[src/rtl/sdf_r2_butterfly_stage.sv]
// Radix-2 single-delay-feedback DIF butterfly stage.
// Sums stream out during the second half-frame; differences are parked in the
// feedback delay line and replayed, twiddle-tagged, during the next first half-frame.
module sdf_r2_butterfly_stage #(
  parameter int unsigned INTEGER_SIZE = 7,
  parameter int unsigned FRACT_SIZE   = 11,
  parameter int unsigned DELAY        = 32,
  localparam int unsigned DATA_WIDTH  = INTEGER_SIZE + FRACT_SIZE,
  localparam int unsigned CNT_W       = $clog2(2 * DELAY),
  localparam int unsigned ADDR_W      = CNT_W - 1
) (
  input  logic                  clk,
  input  logic                  rst,
  input  logic                  in_valid,
  input  logic [DATA_WIDTH-1:0] in_r,
  input  logic [DATA_WIDTH-1:0] in_i,
  output logic                  out_valid,
  output logic [DATA_WIDTH-1:0] out_r,
  output logic [DATA_WIDTH-1:0] out_i,
  output logic                  tw_en,
  output logic [ADDR_W-1:0]     tw_addr
);

  localparam int unsigned W = DATA_WIDTH;

  logic [CNT_W-1:0]  cnt_q, cnt_d;
  logic              primed_q, primed_d;
  logic              out_valid_q, out_valid_d;
  logic [W-1:0]      out_r_q, out_r_d;
  logic [W-1:0]      out_i_q, out_i_d;
  logic              tw_en_q, tw_en_d;
  logic [ADDR_W-1:0] tw_addr_q, tw_addr_d;

  logic [W-1:0] dl_r_q [DELAY];
  logic [W-1:0] dl_i_q [DELAY];
  logic [W-1:0] dl_r_d [DELAY];
  logic [W-1:0] dl_i_d [DELAY];

  logic         phase;
  logic [W-1:0] head_r, head_i;
  logic [W:0]   sum_r_w, sum_i_w, dif_r_w, dif_i_w;
  logic [W-1:0] dl_in_r, dl_in_i;

  assign phase  = cnt_q[CNT_W-1];
  assign head_r = dl_r_q[DELAY-1];
  assign head_i = dl_i_q[DELAY-1];

  // Butterfly arithmetic at W+1 bits; taking [W:1] is the floor shift by one.
  always_comb begin
    sum_r_w = {head_r[W-1], head_r} + {in_r[W-1], in_r};
    sum_i_w = {head_i[W-1], head_i} + {in_i[W-1], in_i};
    dif_r_w = {head_r[W-1], head_r} - {in_r[W-1], in_r};
    dif_i_w = {head_i[W-1], head_i} - {in_i[W-1], in_i};
  end

  // Next-state for counter, priming flag and output registers.
  always_comb begin
    cnt_d       = cnt_q;
    primed_d    = primed_q;
    out_valid_d = 1'b0;
    out_r_d     = out_r_q;
    out_i_d     = out_i_q;
    tw_en_d     = tw_en_q;
    tw_addr_d   = tw_addr_q;
    dl_in_r     = in_r;
    dl_in_i     = in_i;
    if (in_valid) begin
      cnt_d = cnt_q + CNT_W'(1);
      if (cnt_q == CNT_W'(2 * DELAY - 1)) begin
        primed_d = 1'b1;
      end
      if (phase) begin
        dl_in_r     = dif_r_w[W:1];
        dl_in_i     = dif_i_w[W:1];
        out_valid_d = 1'b1;
        out_r_d     = sum_r_w[W:1];
        out_i_d     = sum_i_w[W:1];
        tw_en_d     = 1'b0;
        tw_addr_d   = '0;
      end else if (primed_q) begin
        // Head holds the previous frame's difference for index cnt.
        out_valid_d = 1'b1;
        out_r_d     = head_r;
        out_i_d     = head_i;
        tw_en_d     = 1'b1;
        tw_addr_d   = cnt_q[ADDR_W-1:0];
      end
    end
  end

  // Delay-line shift: entry 0 is newest, entry DELAY-1 is the head.
  always_comb begin
    for (int i = 0; i < DELAY; i++) begin
      dl_r_d[i] = dl_r_q[i];
      dl_i_d[i] = dl_i_q[i];
    end
    if (in_valid) begin
      dl_r_d[0] = dl_in_r;
      dl_i_d[0] = dl_in_i;
      for (int i = 1; i < DELAY; i++) begin
        dl_r_d[i] = dl_r_q[i-1];
        dl_i_d[i] = dl_i_q[i-1];
      end
    end
  end

  // Control and output registers with synchronous active-low reset.
  always_ff @(posedge clk) begin
    if (!rst) begin
      cnt_q       <= '0;
      primed_q    <= 1'b0;
      out_valid_q <= 1'b0;
      out_r_q     <= '0;
      out_i_q     <= '0;
      tw_en_q     <= 1'b0;
      tw_addr_q   <= '0;
    end else begin
      cnt_q       <= cnt_d;
      primed_q    <= primed_d;
      out_valid_q <= out_valid_d;
      out_r_q     <= out_r_d;
      out_i_q     <= out_i_d;
      tw_en_q     <= tw_en_d;
      tw_addr_q   <= tw_addr_d;
    end
  end

  // Delay-line storage; stale contents are masked by primed, so no reset.
  always_ff @(posedge clk) begin
    for (int i = 0; i < DELAY; i++) begin
      dl_r_q[i] <= dl_r_d[i];
      dl_i_q[i] <= dl_i_d[i];
    end
  end

  assign out_valid = out_valid_q;
  assign out_r     = out_r_q;
  assign out_i     = out_i_q;
  assign tw_en     = tw_en_q;
  assign tw_addr   = tw_addr_q;

endmodule

[config.mk]
export PLATFORM = sky130hd
export DESIGN_NAME = sdf_r2_butterfly_stage
export DESIGN_NICKNAME = d
export VERILOG_FILES = /design/src/rtl/sdf_r2_butterfly_stage.sv
export SDC_FILE = /design/constraint.sdc
export NUM_CORES = 1
export LEC_CHECK = 0
export CAP_MARGIN = 20
export CORE_MARGIN = 8
export CORE_UTILIZATION = 30
export CTS_CLUSTER_SIZE = 16
export DETAILED_ROUTE_END_ITERATION = 7
export GPL_ROUTABILITY_DRIVEN = 0
export GPL_TIMING_DRIVEN = 0
export PLACE_DENSITY = 0.54
export REMOVE_ABC_BUFFERS = 1
export SETUP_SLACK_MARGIN = 0.2
export SYNTH_ARGS = -nofsm -noshare
export SYNTH_HDL_FRONTEND = slang
export SYNTH_SLANG_ARGS = --single-unit
[constraint.sdc]
create_clock -name clk -period 2.7 [get_ports clk]
set_input_delay 0.54 -clock clk [delete_from_list [all_inputs] [get_ports clk]]
set_output_delay 0.54 -clock clk [all_outputs]
set_load 0.005 [all_outputs]
# After elaboration in Yosys (flattened, before gate mapping)
# Memories as Yosys holds them, arrays and structs flattened.
# Index checks and enable logic that the tools add are counted.
[classes]
add_sub_neg = 5
eq_ne = 1
n_mux = 14
reduce_logical = 4
[ops]
columns = ["cell", "n"]
rows = [
  ["2-to-1 mux 576 bit", 2],
  ["2-to-1 mux 18 bit", 6],
  ["adder 18 x 18 -> 19 bit", 2],
  ["subtractor 18 x 18 -> 19 bit", 2],
  ["2-to-1 mux 5 bit", 2],
  ["adder 6 x 1 -> 6 bit, second input constant", 1],
  ["equality test 6 bit, second input constant", 1],
  ["AND reduction 2 bit", 3],
  ["2-to-1 mux 1 bit", 4],
  ["nonzero test 2 bit", 1],
]
[totals]
register_bits = 50
ramBits = 1152
input_bits = 39
out_inout_bits = 43
elab_cells = 33
memories = 2
[memory_table]
columns = ["memory", "depth", "word_bits", "rd", "rd_clocked_by_memory_dff", "write_ports", "line", "rtl"]
rows = [
  ["dl_i_q", 32, 18, 32, 0, 32, "35", "logic [W-1:0] dl_i_q [DELAY];"],
  ["dl_r_q", 32, 18, 32, 0, 32, "34", "logic [W-1:0] dl_r_q [DELAY];"],
]

# Longest topological paths before layout
[logic_depth]
depth_word = 3
mapped_depth = 10
mapped_depth_nobuf = 9

# Worst setup path after synthesis
# Ideal clock, no wire load.
[synth_timing]
path_kind = "input -> register"
start = "input in_r[5]"
end = "memory dl_r_q[0][15] (netlist bit), data pin"
setup_ns = 0.255
arrival_time_ns = 2.506
required_time_ns = 2.445
slack_ns = -0.061
path_stages = 9
path_buffers = 1
path_cell_list = "inv_1 > ha_1 > buf_6 > or4_1 > o311ai_2 > a31oi_2 > o211a_1 > or3_1 > a31o_1"
[synth_lines]
columns = ["element", "line", "rtl"]
rows = [
  ["start, declared", "15", "input logic [DATA_WIDTH-1:0] in_r,"],
  ["end, declared", "34", ""],
]

==> reports/results.ini <==
[final_layout]
final_cell_mix=edfxtp_1, clkbuf_16, clkdlybuf4s50_1, a21oi_1, nor2_1
layout-drive-gt1-share_pct=16.9
area_growth_pct=21.0
finalNetCount=2309
layout_commonest_cell=edfxtp_1

[die]
ios=82
core_area_um2=135000
die_height_um=384
fp-row-count=135
die_w_um=384
dieArea_um2=148000
start_util_pct=30.1

[timing]
holdWs_ns=0.211
fmax_mhz=359
hold_viol_final=0
worst_slack_ns=-0.0857
clock_skew_ns=0.0278
worst_slew_pin_slew_ns=0.991
final.period_utilization_pct=103
final-max-slew-violation-count=0
setup_viol=3
rsz0062_at_grt=true
relSlewSlack_pct=33.7
layout_min_cycle_time_ns=2.79

[grt]
grt_pass1_vias=17878
grt_max_degree=145
grt.total_usage_pct=9.39
antenna_found_initial=7
grt.overflow.total=0
grt_pass1_wl_um=109000

[synth]
syn_area_um2=40600
ys_seq_elements=1202
synth_top_flop_cell=edfxtp_1
async_flop_share_pct=0
synth_edf_count=1152
synth.distinct_cells=79
ys_seq_area_share_pct=87.6
synth_warnings=0
syn_avg_cell_area_um2=20.6
netlist_instances=1972

[power]
power.density_nw_per_um2=795
total_power_mw=39.1
ir_worst_vdd_mv=0.507
p_leak_nw=16.5

[worst_setup_path]
path_max_fanout=4
critPathLaunchType=input pin
cp.arrival_ns=3.22
path_class=in2reg
required_ns=3.13
end_kind=flip-flop

[run_status]
failed_checks=negative setup slack
status=finished with violations

[detailed_routing]
wirelength_um=71200
post_drt_via_cell_ratio=4.42
dr_total_vias=18013
drtIter0Drc=1477
ant_nets=0
routedWlPerCell_um=17.5
route.detailed.drc=0
firstDrtPassIters=6

[clocking]
cts.clk_slew.worst_paths_ns=0.06
h-tree-depth=3
clockRootBuffer=clkbuf_16
clock_sink_count=1202
tritoncts=yes
clock_latency_ns=0.70
cts_inserted_buffers=113
clk_path_buf_depth=3

[place]
dp_worst_setup_slack_ns=-2.73
dp_hpwl_um=38100
port_buffers=81

[min_path]
hold_path_class=in2reg

[run]
cap_violations=0

[state kept, by name (all words and copies together), names as in the netlist]
| register | cells |
|---|---|
| out_r | 18 |
| dl_r_q | 576 |
| tw_addr | 5 |
| out_valid | 1 |
| tw_en | 1 |
| out_i | 18 |
| cnt_q | 6 |
| primed_q | 1 |
| dl_i_q | 576 |
[cell type report]
class | instances | area (µm²)
flip-flops and latches | 1202 | 35600
clock buffers | 140 | 3000
clock inverters | 68 | 591
multi-input cells | 648 | 5550
fillers | 12230 | 85800
inverters | 68 | 277
repair buffers | 164 | 1910
well taps | 1781 | 2230
diodes | 4 | 10.0
[repair_timing]
action                                  4_1_cts  5_1_grt
setup buffers                                37       27
endpoints found under the setup margin      150      136
gates resized for setup                     135       70
hold buffers                                  0        0
gates cloned                                  4        2
pin swaps                                    38       57
[metal layers]
metal | global-route usage, % | part of all wire [%] | wire, µm
met2 | 12.7 | 42 | 29900
met1 | 14.2 | 49 | 34700
met3 | 2.83 | 6.5 | 4590
met5 | 0 | 0.070 | 50
met4 | 3.15 | 2.7 | 1920
[path summary, 6_finish.rpt]
path	startpoint	end	slack (ns)	cells past startpoint
min reg2reg	dl_i_q[1][42]	dl_i_q[1][60]	0.41	0
max	in_r[7]	dl_r_q[0][15]	-0.09	11
max reg2reg	dl_r_q[1][270]	dl_r_q[0][15]	-0.04	9
min	in_valid	dl_i_q[0][277]	0.21	1
[critical path: stages]
cell             delay (ns)
clkdlybuf4s50_1        0.62
inv_1                  0.11
ha_4                   0.21
buf_4                  0.18
nor3_1                 0.20
o211ai_1               0.19
o311ai_4               0.19
a31oi_4                0.16
o211a_1                0.26
or3_1                  0.31
a31o_1                 0.25
[metrics by stage]
stage / area, µm² / TNS [ns] / cells / util [%]
detailed placement: 43800 / -206.79 / 3793 / 32.5
global placement: 43500 / - / 3780 / 32.2
CTS: 48500 / -0.0220 / 4042 / 35.9
floorplan: 40400 / -81.26 / 1918 / -
global route: 49200 / -0.411 / 4071 / 36.4
finish: 49200 / -0.168 / 4075 / 36.4
[cells by family after synthesis]
family | synth area share (%)
flip-flops | 87.6
AO/OA/AOI/OAI | 4.63
AND/OR/NAND/NOR | 2.82
buffers and inverters | 1.21
adder cells (fa/ha/maj) | 2.32
XOR/XNOR | 1.12
multiplexers | 0.329
[synth_stat cells, types with 5 or more instances]
master,number,area (µm²)
nor4_1,5,31.3
edfxtp_1,1152,34600
dfxtp_1,50,1000
xor2_1,13,114
nor3_1,14,70.1
or3_1,14,87.6
and3_1,17,106
buf_2,10,50.1
nand2b_1,9,56.3
o21bai_1,14,105
nor2_1,73,274
nand4_1,5,31.3
o21ai_0,49,245
clkbuf_1,36,135
a31oi_1,5,31.3
o22ai_1,14,87.6
mux2i_1,10,100
o31ai_1,7,52.6
xnor2_1,39,342
a211oi_1,16,120
nand3_1,8,40.0
inv_1,65,244
o211ai_1,6,45.0
nor2b_1,13,81.3
a311oi_1,5,43.8
nand2_1,56,210
a21oi_1,87,435
ha_1,69,863
a21o_1,10,75.1
[power by group]
part / internal (mW) / switching [mW] / total, mW
clock: 8.74 / 6.58 / 15.3
sequential: 21.6 / 0.302 / 21.9
combinational: 0.746 / 1.13 / 1.87
(Power assumes the default switching activity.)
